==> config.mk <==
export PLATFORM = sky130hd
export DESIGN_NAME = kim_hazard_ctrl
export DESIGN_NICKNAME = d
export VERILOG_FILES = /design/src/rtl/kim_mips_pkg.sv /design/src/rtl/kim_sat_counter.sv /design/src/rtl/kim_hazard_ctrl.sv
export SDC_FILE = /design/constraint.sdc
export NUM_CORES = 1
export LEC_CHECK = 0
export CORE_MARGIN = 1.5
export CORE_UTILIZATION = 44
export CTS_CLUSTER_SIZE = 16
export DETAILED_ROUTE_END_ITERATION = 8
export PLACE_DENSITY_LB_ADDON = 0.2
export SETUP_SLACK_MARGIN = 0.05
export SKIP_CTS_REPAIR_TIMING = 1
export SLEW_MARGIN = 20
export SYNTH_ARGS = -nofsm -noshare
export SYNTH_HDL_FRONTEND = slang
export SYNTH_SLANG_ARGS = --single-unit
==> constraint.sdc <==
create_clock -name clk -period 2.49 [get_ports clk]
set_clock_uncertainty 0.2 [all_clocks]
set_input_delay 0.6225 -clock clk [delete_from_list [all_inputs] [get_ports clk]]
set_output_delay 0.6225 -clock clk [all_outputs]
set_load 0.02 [all_outputs]
==> src/rtl/kim_mips_pkg.sv <==
// Shared MIPS pipeline definitions: register address width, hazard FSM
// encoding, default hazard-controller tuning and the load-use detector.
package kim_mips_pkg;

    localparam int REG_ADDR_W = 5;

    localparam int DEF_LOAD_STALL_CYCLES = 1;
    localparam int DEF_MEM_TIMEOUT       = 255;

    typedef enum logic [1:0] {
        ST_RUN      = 2'd0,
        ST_LU_STALL = 2'd1,
        ST_MEM_WAIT = 2'd2
    } hz_state_e;

    // A load in EX whose destination feeds a source of the ID instruction;
    // $zero is never a real dependency.
    function automatic logic load_use_hazard(
        input logic                  ex_memtoreg,
        input logic [REG_ADDR_W-1:0] ex_rt,
        input logic [REG_ADDR_W-1:0] id_rs,
        input logic [REG_ADDR_W-1:0] id_rt,
        input logic                  id_uses_rt
    );
        return ex_memtoreg && (ex_rt != '0) &&
               ((ex_rt == id_rs) || (id_uses_rt && (ex_rt == id_rt)));
    endfunction

endpackage

==> src/rtl/kim_sat_counter.sv <==
// Up-counter that sticks at all ones; synchronous clear wins over increment.
module kim_sat_counter #(
    parameter int W = 16
) (
    input  logic         clk,
    input  logic         rstn,
    input  logic         inc,
    input  logic         clr,
    output logic [W-1:0] count
);
    logic [W-1:0] count_q, count_d;

    always_comb begin
        // NOTE: default assigned first so every path writes count_d and no latch is inferred.
        count_d = count_q;
        if (clr) begin
            count_d = '0;
        end else if (inc && (count_q != '1)) begin
            count_d = count_q + 1'b1;
        end
    end

    // NOTE: sequential state uses non-blocking assignments so all flops sample together.
    always_ff @(posedge clk or negedge rstn) begin
        if (!rstn) begin
            count_q <= '0;
        end else begin
            count_q <= count_d;
        end
    end

    assign count = count_q;

endmodule

==> src/rtl/kim_hazard_ctrl.sv <==
// MIPS hazard controller: load-use bubbles, data-memory wait with timeout,
// branch flush of IF/ID and saturating stall/flush performance counters.
module kim_hazard_ctrl
    import kim_mips_pkg::*;
#(
    parameter int LOAD_STALL_CYCLES = DEF_LOAD_STALL_CYCLES,
    parameter int MEM_TIMEOUT       = DEF_MEM_TIMEOUT,
    parameter int CNT_W             = 16
) (
    input  logic                  clk,
    input  logic                  rstn,
    input  logic [REG_ADDR_W-1:0] id_rs,
    input  logic [REG_ADDR_W-1:0] id_rt,
    input  logic                  id_uses_rt,
    input  logic                  ex_memtoreg,
    input  logic [REG_ADDR_W-1:0] ex_rt,
    input  logic                  branch_taken,
    input  logic                  dmem_req,
    input  logic                  dmem_ready,
    input  logic                  perf_clr,
    output logic                  pc_we,
    output logic                  if_id_we,
    output logic                  if_id_flush,
    output logic                  id_ex_bubble,
    output logic                  pipe_hold,
    output logic                  mem_err,
    output logic [CNT_W-1:0]      stall_cnt,
    output logic [CNT_W-1:0]      flush_cnt,
    output logic [1:0]            state
);
    localparam logic [1:0] LU_LOAD      = 2'(LOAD_STALL_CYCLES - 1);
    localparam logic [7:0] TIMEOUT_LAST = 8'(MEM_TIMEOUT - 1);

    hz_state_e  state_q, state_d;
    logic [1:0] lu_cnt_q, lu_cnt_d;
    logic [7:0] wait_cnt_q, wait_cnt_d;
    logic       mem_err_q, mem_err_d;
    logic       lu;
    logic       mem_stall;

    assign lu        = load_use_hazard(ex_memtoreg, ex_rt, id_rs, id_rt, id_uses_rt);
    assign mem_stall = dmem_req && !dmem_ready;

    always_comb begin
        state_d      = state_q;
        lu_cnt_d     = lu_cnt_q;
        wait_cnt_d   = wait_cnt_q;
        mem_err_d    = 1'b0;
        pc_we        = 1'b1;
        if_id_we     = 1'b1;
        if_id_flush  = 1'b0;
        id_ex_bubble = 1'b0;
        pipe_hold    = 1'b0;

        unique case (state_q)
            ST_RUN: begin
                if (mem_stall) begin
                    pc_we      = 1'b0;
                    if_id_we   = 1'b0;
                    pipe_hold  = 1'b1;
                    state_d    = ST_MEM_WAIT;
                    wait_cnt_d = '0;
                end else if (lu) begin
                    pc_we        = 1'b0;
                    if_id_we     = 1'b0;
                    id_ex_bubble = 1'b1;
                    if (LOAD_STALL_CYCLES > 1) begin
                        state_d  = ST_LU_STALL;
                        lu_cnt_d = LU_LOAD;
                    end
                end else if (branch_taken) begin
                    if_id_flush = 1'b1;
                end
            end

            // Decode inputs are stale here; only a memory wait can cut the bubbles short.
            ST_LU_STALL: begin
                pc_we    = 1'b0;
                if_id_we = 1'b0;
                if (mem_stall) begin
                    pipe_hold  = 1'b1;
                    state_d    = ST_MEM_WAIT;
                    wait_cnt_d = '0;
                    lu_cnt_d   = '0;
                end else begin
                    id_ex_bubble = 1'b1;
                    lu_cnt_d     = lu_cnt_q - 2'd1;
                    if (lu_cnt_q <= 2'd1) begin
                        state_d = ST_RUN;
                    end
                end
            end

            ST_MEM_WAIT: begin
                pc_we      = 1'b0;
                if_id_we   = 1'b0;
                pipe_hold  = 1'b1;
                wait_cnt_d = wait_cnt_q + 8'd1;
                if (dmem_ready) begin
                    state_d = ST_RUN;
                end else if (wait_cnt_q == TIMEOUT_LAST) begin
                    state_d   = ST_RUN;
                    mem_err_d = 1'b1;
                end
            end

            default: begin
                state_d = ST_RUN;
            end
        endcase

        // Reset parks the pipeline with a bubble in ID/EX regardless of FSM state.
        if (!rstn) begin
            pc_we        = 1'b0;
            if_id_we     = 1'b0;
            if_id_flush  = 1'b0;
            id_ex_bubble = 1'b1;
            pipe_hold    = 1'b0;
        end
    end

    always_ff @(posedge clk or negedge rstn) begin
        if (!rstn) begin
            state_q    <= ST_RUN;
            lu_cnt_q   <= '0;
            wait_cnt_q <= '0;
            mem_err_q  <= 1'b0;
        end else begin
            state_q    <= state_d;
            lu_cnt_q   <= lu_cnt_d;
            wait_cnt_q <= wait_cnt_d;
            mem_err_q  <= mem_err_d;
        end
    end

    kim_sat_counter #(.W(CNT_W)) u_stall_cnt (
        .clk   (clk),
        .rstn  (rstn),
        .inc   (!pc_we),
        .clr   (perf_clr),
        .count (stall_cnt)
    );

    kim_sat_counter #(.W(CNT_W)) u_flush_cnt (
        .clk   (clk),
        .rstn  (rstn),
        .inc   (if_id_flush),
        .clr   (perf_clr),
        .count (flush_cnt)
    );

    assign mem_err = mem_err_q;
    assign state   = state_q;

endmodule

### Yosys cells after proc, flatten, opt, wreduce, memory -nomap -nowiden

Cells that the tools add are included.
Widths: inputs -> output; s select.

| cells by class | value |
|---|---|
| add/sub/neg operators | 4 |
| muxes and demuxes | 33 |
| order comparisons | 1 |
| reductions and logical operators | 18 |
| equal/unequal tests | 11 |

Operators with widths:

| kind | number |
|---|---|
| $mux 16 | 4 |
| $add 16x1->16 const B | 2 |
| $ne 16x16->1 const B | 2 |
| $mux 1 | 17 |
| $pmux 8 s2 | 1 |
| $mux 2 | 6 |
| $eq 5x5->1 | 2 |
| $add 8x1->8 const B | 1 |
| $eq 8x8->1 const B | 1 |
| $mux 8 | 1 |
| $logic_and 1x1->1 | 6 |
| $ne 3x3->1 const B | 2 |
| $pmux 1 s2 | 3 |
| $pmux 2 s3 | 1 |
| $reduce_bool 2->1 | 3 |
| $reduce_bool 5->1 | 1 |
| $reduce_or 2->1 | 2 |
| $reduce_and 3->1 | 1 |
| $eq 2x1->1 const B | 1 |
| $eq 2x2->1 const B | 1 |
| $le 2x1->1 const B | 1 |
| $logic_not 1->1 | 2 |
| $logic_not 2->1 | 1 |
| $ne 2x1->1 const B | 1 |
| other kinds (4) | 4 |

| word-level totals | value |
|---|---|
| output and inout bits | 40 |
| word-level logic and storage cells | 73 |
| register bits | 45 |

### Depth between registers and ports, before layout

| depth | value |
|---|---|
| depth in word-level cells | 12 |
| mapped depth | 9 |
| mapped depth without buffers | 7 |

### Modules after synthesis

From an unflattened synthesis, not the netlist that was laid out.

| second synthesis, totals | value |
|---|---|
| cell total of the unflattened synthesis | 269 |
| area, all modules | 2,527.4 um2 |

Modules (own cells, without submodules):

| module | cells each | area an instance (um2) | times used |
|---|---|---|---|
| kim_sat_counter | 98 | 942.2 | 2 |
| kim_hazard_ctrl | 73 | 643.1 | 1 |

### Worst setup path before layout

No wires, ideal clock.

| path | value |
|---|---|
| path kind | input -> output |
| start point | input ex_rt[1] |
| end point | output if_id_flush |
| path slack | -393 ps |
| arrival | 2,060 ps |
| path buffers | 0 |
| data required time | 1,668 ps |
| stages on the path | 4 |
| cells stage by stage | or4_1 o21ai_2 o21a_1 and2_1 |

| between the ends | value |
|---|---|
| cells in the longest elaborated chain, start to end | 8 |
| elaborated cells on any way between the ends | 11 |
| classes of those cells | 2 x eq/ne; 4 x mux; 5 x reduce/logical |

RTL lines:

| what | RTL line | source |
|---|---|---|
| start: declaration | kim_hazard_ctrl.sv:16 | `input logic [REG_ADDR_W-1:0] ex_rt,` |
| $eq 5x5->1 | kim_mips_pkg.sv:26 | `((ex_rt == id_rs) \|\| (id_uses_rt && (ex_rt == id_rt)));` |
| $logic_and 1x1->1 | kim_mips_pkg.sv:26 |  |
| $logic_or 1x1->1 | kim_mips_pkg.sv:26 |  |
| $logic_and 1x1->1 * | kim_mips_pkg.sv:25 | `return ex_memtoreg && (ex_rt != '0) &&` |
| $mux 1 * | kim_hazard_ctrl.sv:63 | `end else if (lu) begin` |
| $mux 1 * | kim_hazard_ctrl.sv:57 | `if (mem_stall) begin` |
| $mux 1 * | kim_hazard_ctrl.sv:55 | `unique case (state_q)` |
| $mux 1 * | kim_hazard_ctrl.sv:113 | `if (!rstn) begin` |
| end: declaration | kim_hazard_ctrl.sv:23 | `output logic if_id_flush,` |

Mark *: on every way between the ends. The rest lies on a longest branch, timed or not.

### Worst setup path in the final report

Same ends and word-level chain as after synthesis.

==> impl_metrics.xml <==
<?xml version="1.0" encoding="UTF-8"?>
<metrics>
  <group name="sta">
    <metric name="finalSetupViolations" unit="">4</metric>
    <metric name="finalWorstSetupSlack" unit="ns">-0.2201</metric>
    <metric name="fmax" unit="MHz">369.0</metric>
    <metric name="report.final.slew_viol_count" unit="">0</metric>
    <metric name="grt_setup_unrepaired" unit="">true</metric>
    <metric name="final_hold_viol_count" unit="">0</metric>
    <metric name="period_needed" unit="ns">2.710</metric>
    <metric name="fin_crit_sh" unit="%">108.8</metric>
    <metric name="setup_tns" unit="ns">-0.5677</metric>
  </group>
  <group name="worst_setup_path">
    <metric name="regToRegEndpoint" unit="">u_flush_cnt.count[3]</metric>
    <metric name="worstPathMaxFanout" unit="">4</metric>
    <metric name="critical_path_rt" unit="ns">1.67</metric>
    <metric name="worstSetupEndpoint" unit="">if_id_flush</metric>
    <metric name="ff2ff_path_depth" unit="">7</metric>
    <metric name="timing.reg2reg.setup_slack" unit="ns">0.10</metric>
    <metric name="origin_of_the_critical_flop_to_flop_path" unit="">u_flush_cnt.count[1]</metric>
    <metric name="timing.setup.critical_path_class" unit="">in -&gt; out</metric>
    <metric name="start_kind" unit="">input pin</metric>
    <metric name="worstSetupStartpoint" unit="">ex_rt[1]</metric>
    <metric name="cp-end-kind" unit="">output pin</metric>
    <metric name="cp_data_arrival_time" unit="ns">1.89</metric>
  </group>
  <group name="synthesis">
    <metric name="cells_after_synth" unit="">266</metric>
    <metric name="postSynthNetCount" unit="">293</metric>
    <metric name="yosysWarnings" unit="">0</metric>
    <metric name="synthesis.area_per_instance" unit="sq um">9.238</metric>
    <metric name="synth_area_leaders" unit="">dfrtp_1 (43%), xor2_1 (4.3%), a21oi_1 (3.9%)</metric>
    <metric name="synth_seq_area_share" unit="%">42.77</metric>
    <metric name="mappedNetlistArea" unit="sq um">2457</metric>
    <metric name="yosys.area.top_type_share" unit="%">42.77</metric>
    <metric name="post_synthesis_register_bit_count" unit="">42</metric>
    <metric name="yosys.cell_types.count" unit="">45</metric>
    <metric name="yosys.area.top_type" unit="">dfrtp_1</metric>
  </group>
  <group name="finish">
    <metric name="area_taken_by_multi_input_logic_gates" unit="sq um">1509</metric>
    <metric name="layout-drive-gt1-share" unit="%">28.02</metric>
    <metric name="finalNetCount" unit="">390</metric>
    <metric name="finish.utilization" unit="%">69.43</metric>
    <metric name="fin_cells" unit="">436</metric>
    <metric name="num_antenna_cells" unit="">0</metric>
    <metric name="most-common-layout-cells" unit="">dfrtp_1 (41), clkdlybuf4s50_1 (37), buf_4 (27), nor2_1 (20), nand2_1 (20)</metric>
    <metric name="layout_commonest_cell" unit="">dfrtp_1</metric>
    <metric name="regArea" unit="sq um">1052</metric>
    <metric name="fillCellCount" unit="">451</metric>
    <metric name="syn_to_final_growth" unit="%">53.67</metric>
  </group>
  <group name="hold_path">
    <metric name="worst_hold_path_type" unit="">in -&gt; async</metric>
  </group>
  <group name="global_routing">
    <metric name="grt.overflow.total" unit="">0</metric>
    <metric name="antenna_violations_before_repair" unit="">0</metric>
    <metric name="grt_first_pass_wirelength" unit="mm">10.09</metric>
    <metric name="groute.usage.overall" unit="%">20.62</metric>
    <metric name="grt_pass1_vias" unit="">2174</metric>
    <metric name="grt_max_degree" unit="">39</metric>
  </group>
  <group name="cts">
    <metric name="cts.sinks" unit="">42</metric>
    <metric name="path_clk_slew" unit="ns">0.09</metric>
    <metric name="clock_tree.buffer_depth" unit="">2</metric>
    <metric name="worstSkewPairLatency" unit="ns">0.30</metric>
    <metric name="cts_inserted_buffers" unit="">5</metric>
    <metric name="cts_max_level" unit="">2</metric>
    <metric name="cts_root_buf" unit="">clkbuf_8</metric>
    <metric name="tritoncts_clock_tree" unit="">built</metric>
  </group>
  <group name="placement">
    <metric name="last_weighted_congestion_value_of_the_routability_driven_placer" unit="">0.8057</metric>
    <metric name="dp_cells" unit="">419</metric>
    <metric name="place.port_buffers" unit="">61</metric>
    <metric name="detailed_place_hpwl" unit="mm">4.361</metric>
  </group>
  <group name="job">
    <metric name="maxCapViolations" unit="">0</metric>
  </group>
  <group name="routing">
    <metric name="drtPass1Iterations" unit="">4</metric>
    <metric name="detailedRoute.firstIterationViolations" unit="">64</metric>
    <metric name="routed_wire_length_per_instance" unit="um">14.98</metric>
    <metric name="avgViaCountPerCell" unit="">5.472</metric>
    <metric name="drt_wl_total" unit="mm">6.532</metric>
    <metric name="drt_drc_violations_left" unit="">0</metric>
    <metric name="antenna_violating_nets_post_route" unit="">0</metric>
    <metric name="dr_total_vias" unit="">2386</metric>
  </group>
  <group name="power">
    <metric name="vdd_ir_drop_max" unit="mV">0.3825</metric>
    <metric name="power.density" unit="nW/um^2">435.6</metric>
    <metric name="power.leakage" unit="nW">1.637</metric>
  </group>
  <group name="die">
    <metric name="floorplan.die.width" unit="um">77.73</metric>
    <metric name="core_area" unit="sq um">5439</metric>
    <metric name="die_h" unit="um">77.73</metric>
    <metric name="floorplan_row_count" unit="">27</metric>
    <metric name="initial_utilization" unit="%">45.18</metric>
    <metric name="die_area" unit="sq um">6042</metric>
    <metric name="pin_count" unit="">63</metric>
  </group>
  <group name="outcome">
    <metric name="violations" unit="">setup timing</metric>
    <metric name="outcome" unit="">finished with violations</metric>
  </group>
</metrics>
-- cell families (layout without fill, tap and decap cells) --
family	Yosys count	count (layout)	share of synthesized area, %
fa+ha+maj	4	4	2.037
xor+xnor	13	13	4.633
compound gates	58	59	15.28
simple gates	122	122	27.29
flops	42	42	42.77
other cells	1	1	0.1526
mux	9	9	4.124
buf+inv	17	114	3.717
-- how the worst min path moves through the flow --
stage,cells after the start,startpoint,end
4_1_cts,2,rstn,wait_cnt_q[0]
2_1_floorplan,0,rstn,mem_err
3_5_place_dp,1,wait_cnt_q[7],wait_cnt_q[7]
6_report,2,rstn,wait_cnt_q[0]
3_3_place_gp,1,wait_cnt_q[7],wait_cnt_q[7]
5_1_grt,2,rstn,u_flush_cnt.count[1]
-- metal layers --
layer	wire length, um	GRT usage [%]	vias to the layer above
li1	-	-	1162
met1	2917	27.92	1171
met2	3346	34.17	46
met3	225	4.000	7
met4	42	4.364	0
met5	0	0	-
-- worst max-delay path: stages --
cell,delay (ns)
buf_6,0.11
or4_4,0.54
o21ai_4,0.19
o21a_4,0.18
and2_4,0.14
buf_6,0.10
-- registers in the layout, indices dropped and copies added, names as in the netlist --
name               cells
u_stall_cnt.count     16
wait_cnt_q             8
u_flush_cnt.count     16
state                  1
mem_err                1
-- synthesized netlist by cell type (all sizes together) --
library cell and instances:
o21ai 21, inv 7, or3 15, o21ba 1, dfrtp 42, nand2b 2, nand4b 2, and3 3
mux2i 3, nand4 9, nor2 22, nand3 15, clkbuf 4, a21oi 19, buf 6, xor2 12
nor3 6, mux2 6, ha 4, o22a 1, conb 1, nor2b 8, or2 2, nor3b 2
and2 1, or4 7, a32oi 1, o31ai 8, o22ai 1, and4 3, nand2 21, nor4 4
o311a 1, xnor2 1, o21a 2, o211ai 3
-- cell type report --
| cell class | count | area share [%] |
|---|---|---|
| Clock inverter | 2 | 0.9940 |
| Multi-Input combinational cell | 208 | 39.96 |
| Timing Repair Buffer | 99 | 26.18 |
| Clock buffer | 6 | 1.922 |
| Tap cell | 72 | 2.386 |
| Sequential cell | 42 | 27.87 |
| Inverter | 7 | 0.6958 |
-- metrics by stage --
| step | power, W | worst slack [ns] | hold WS, ns | area, sq um |
|---|---|---|---|---|
| floorplan | 0.0009035 | -0.1178 | 0.1269 | 2502 |
| global placement | 0.001056 | -1.107 | 0.2883 | 3373 |
| detailed placement | 0.001060 | -1.130 | 0.2978 | 3373 |
| CTS | 0.001611 | -1.138 | 0.1076 | 3483 |
| global route | 0.001720 | -0.2634 | 0.1079 | 3776 |
| finish | 0.001645 | -0.2201 | 0.09968 | 3776 |
-- report_power, final --
group | total [W] | internal [W] | switching (W) | leakage (nW)
Clock | 0.000552 | 0.000300 | 0.000252 | 0.0514
Sequential | 0.000744 | 0.000711 | 0.0000324 | 0.579
Combinational | 0.000349 | 0.000178 | 0.000171 | 1.01
Total | 0.00164 | 0.00119 | 0.000456 | 1.64
Power figures use the tool's default switching activity.
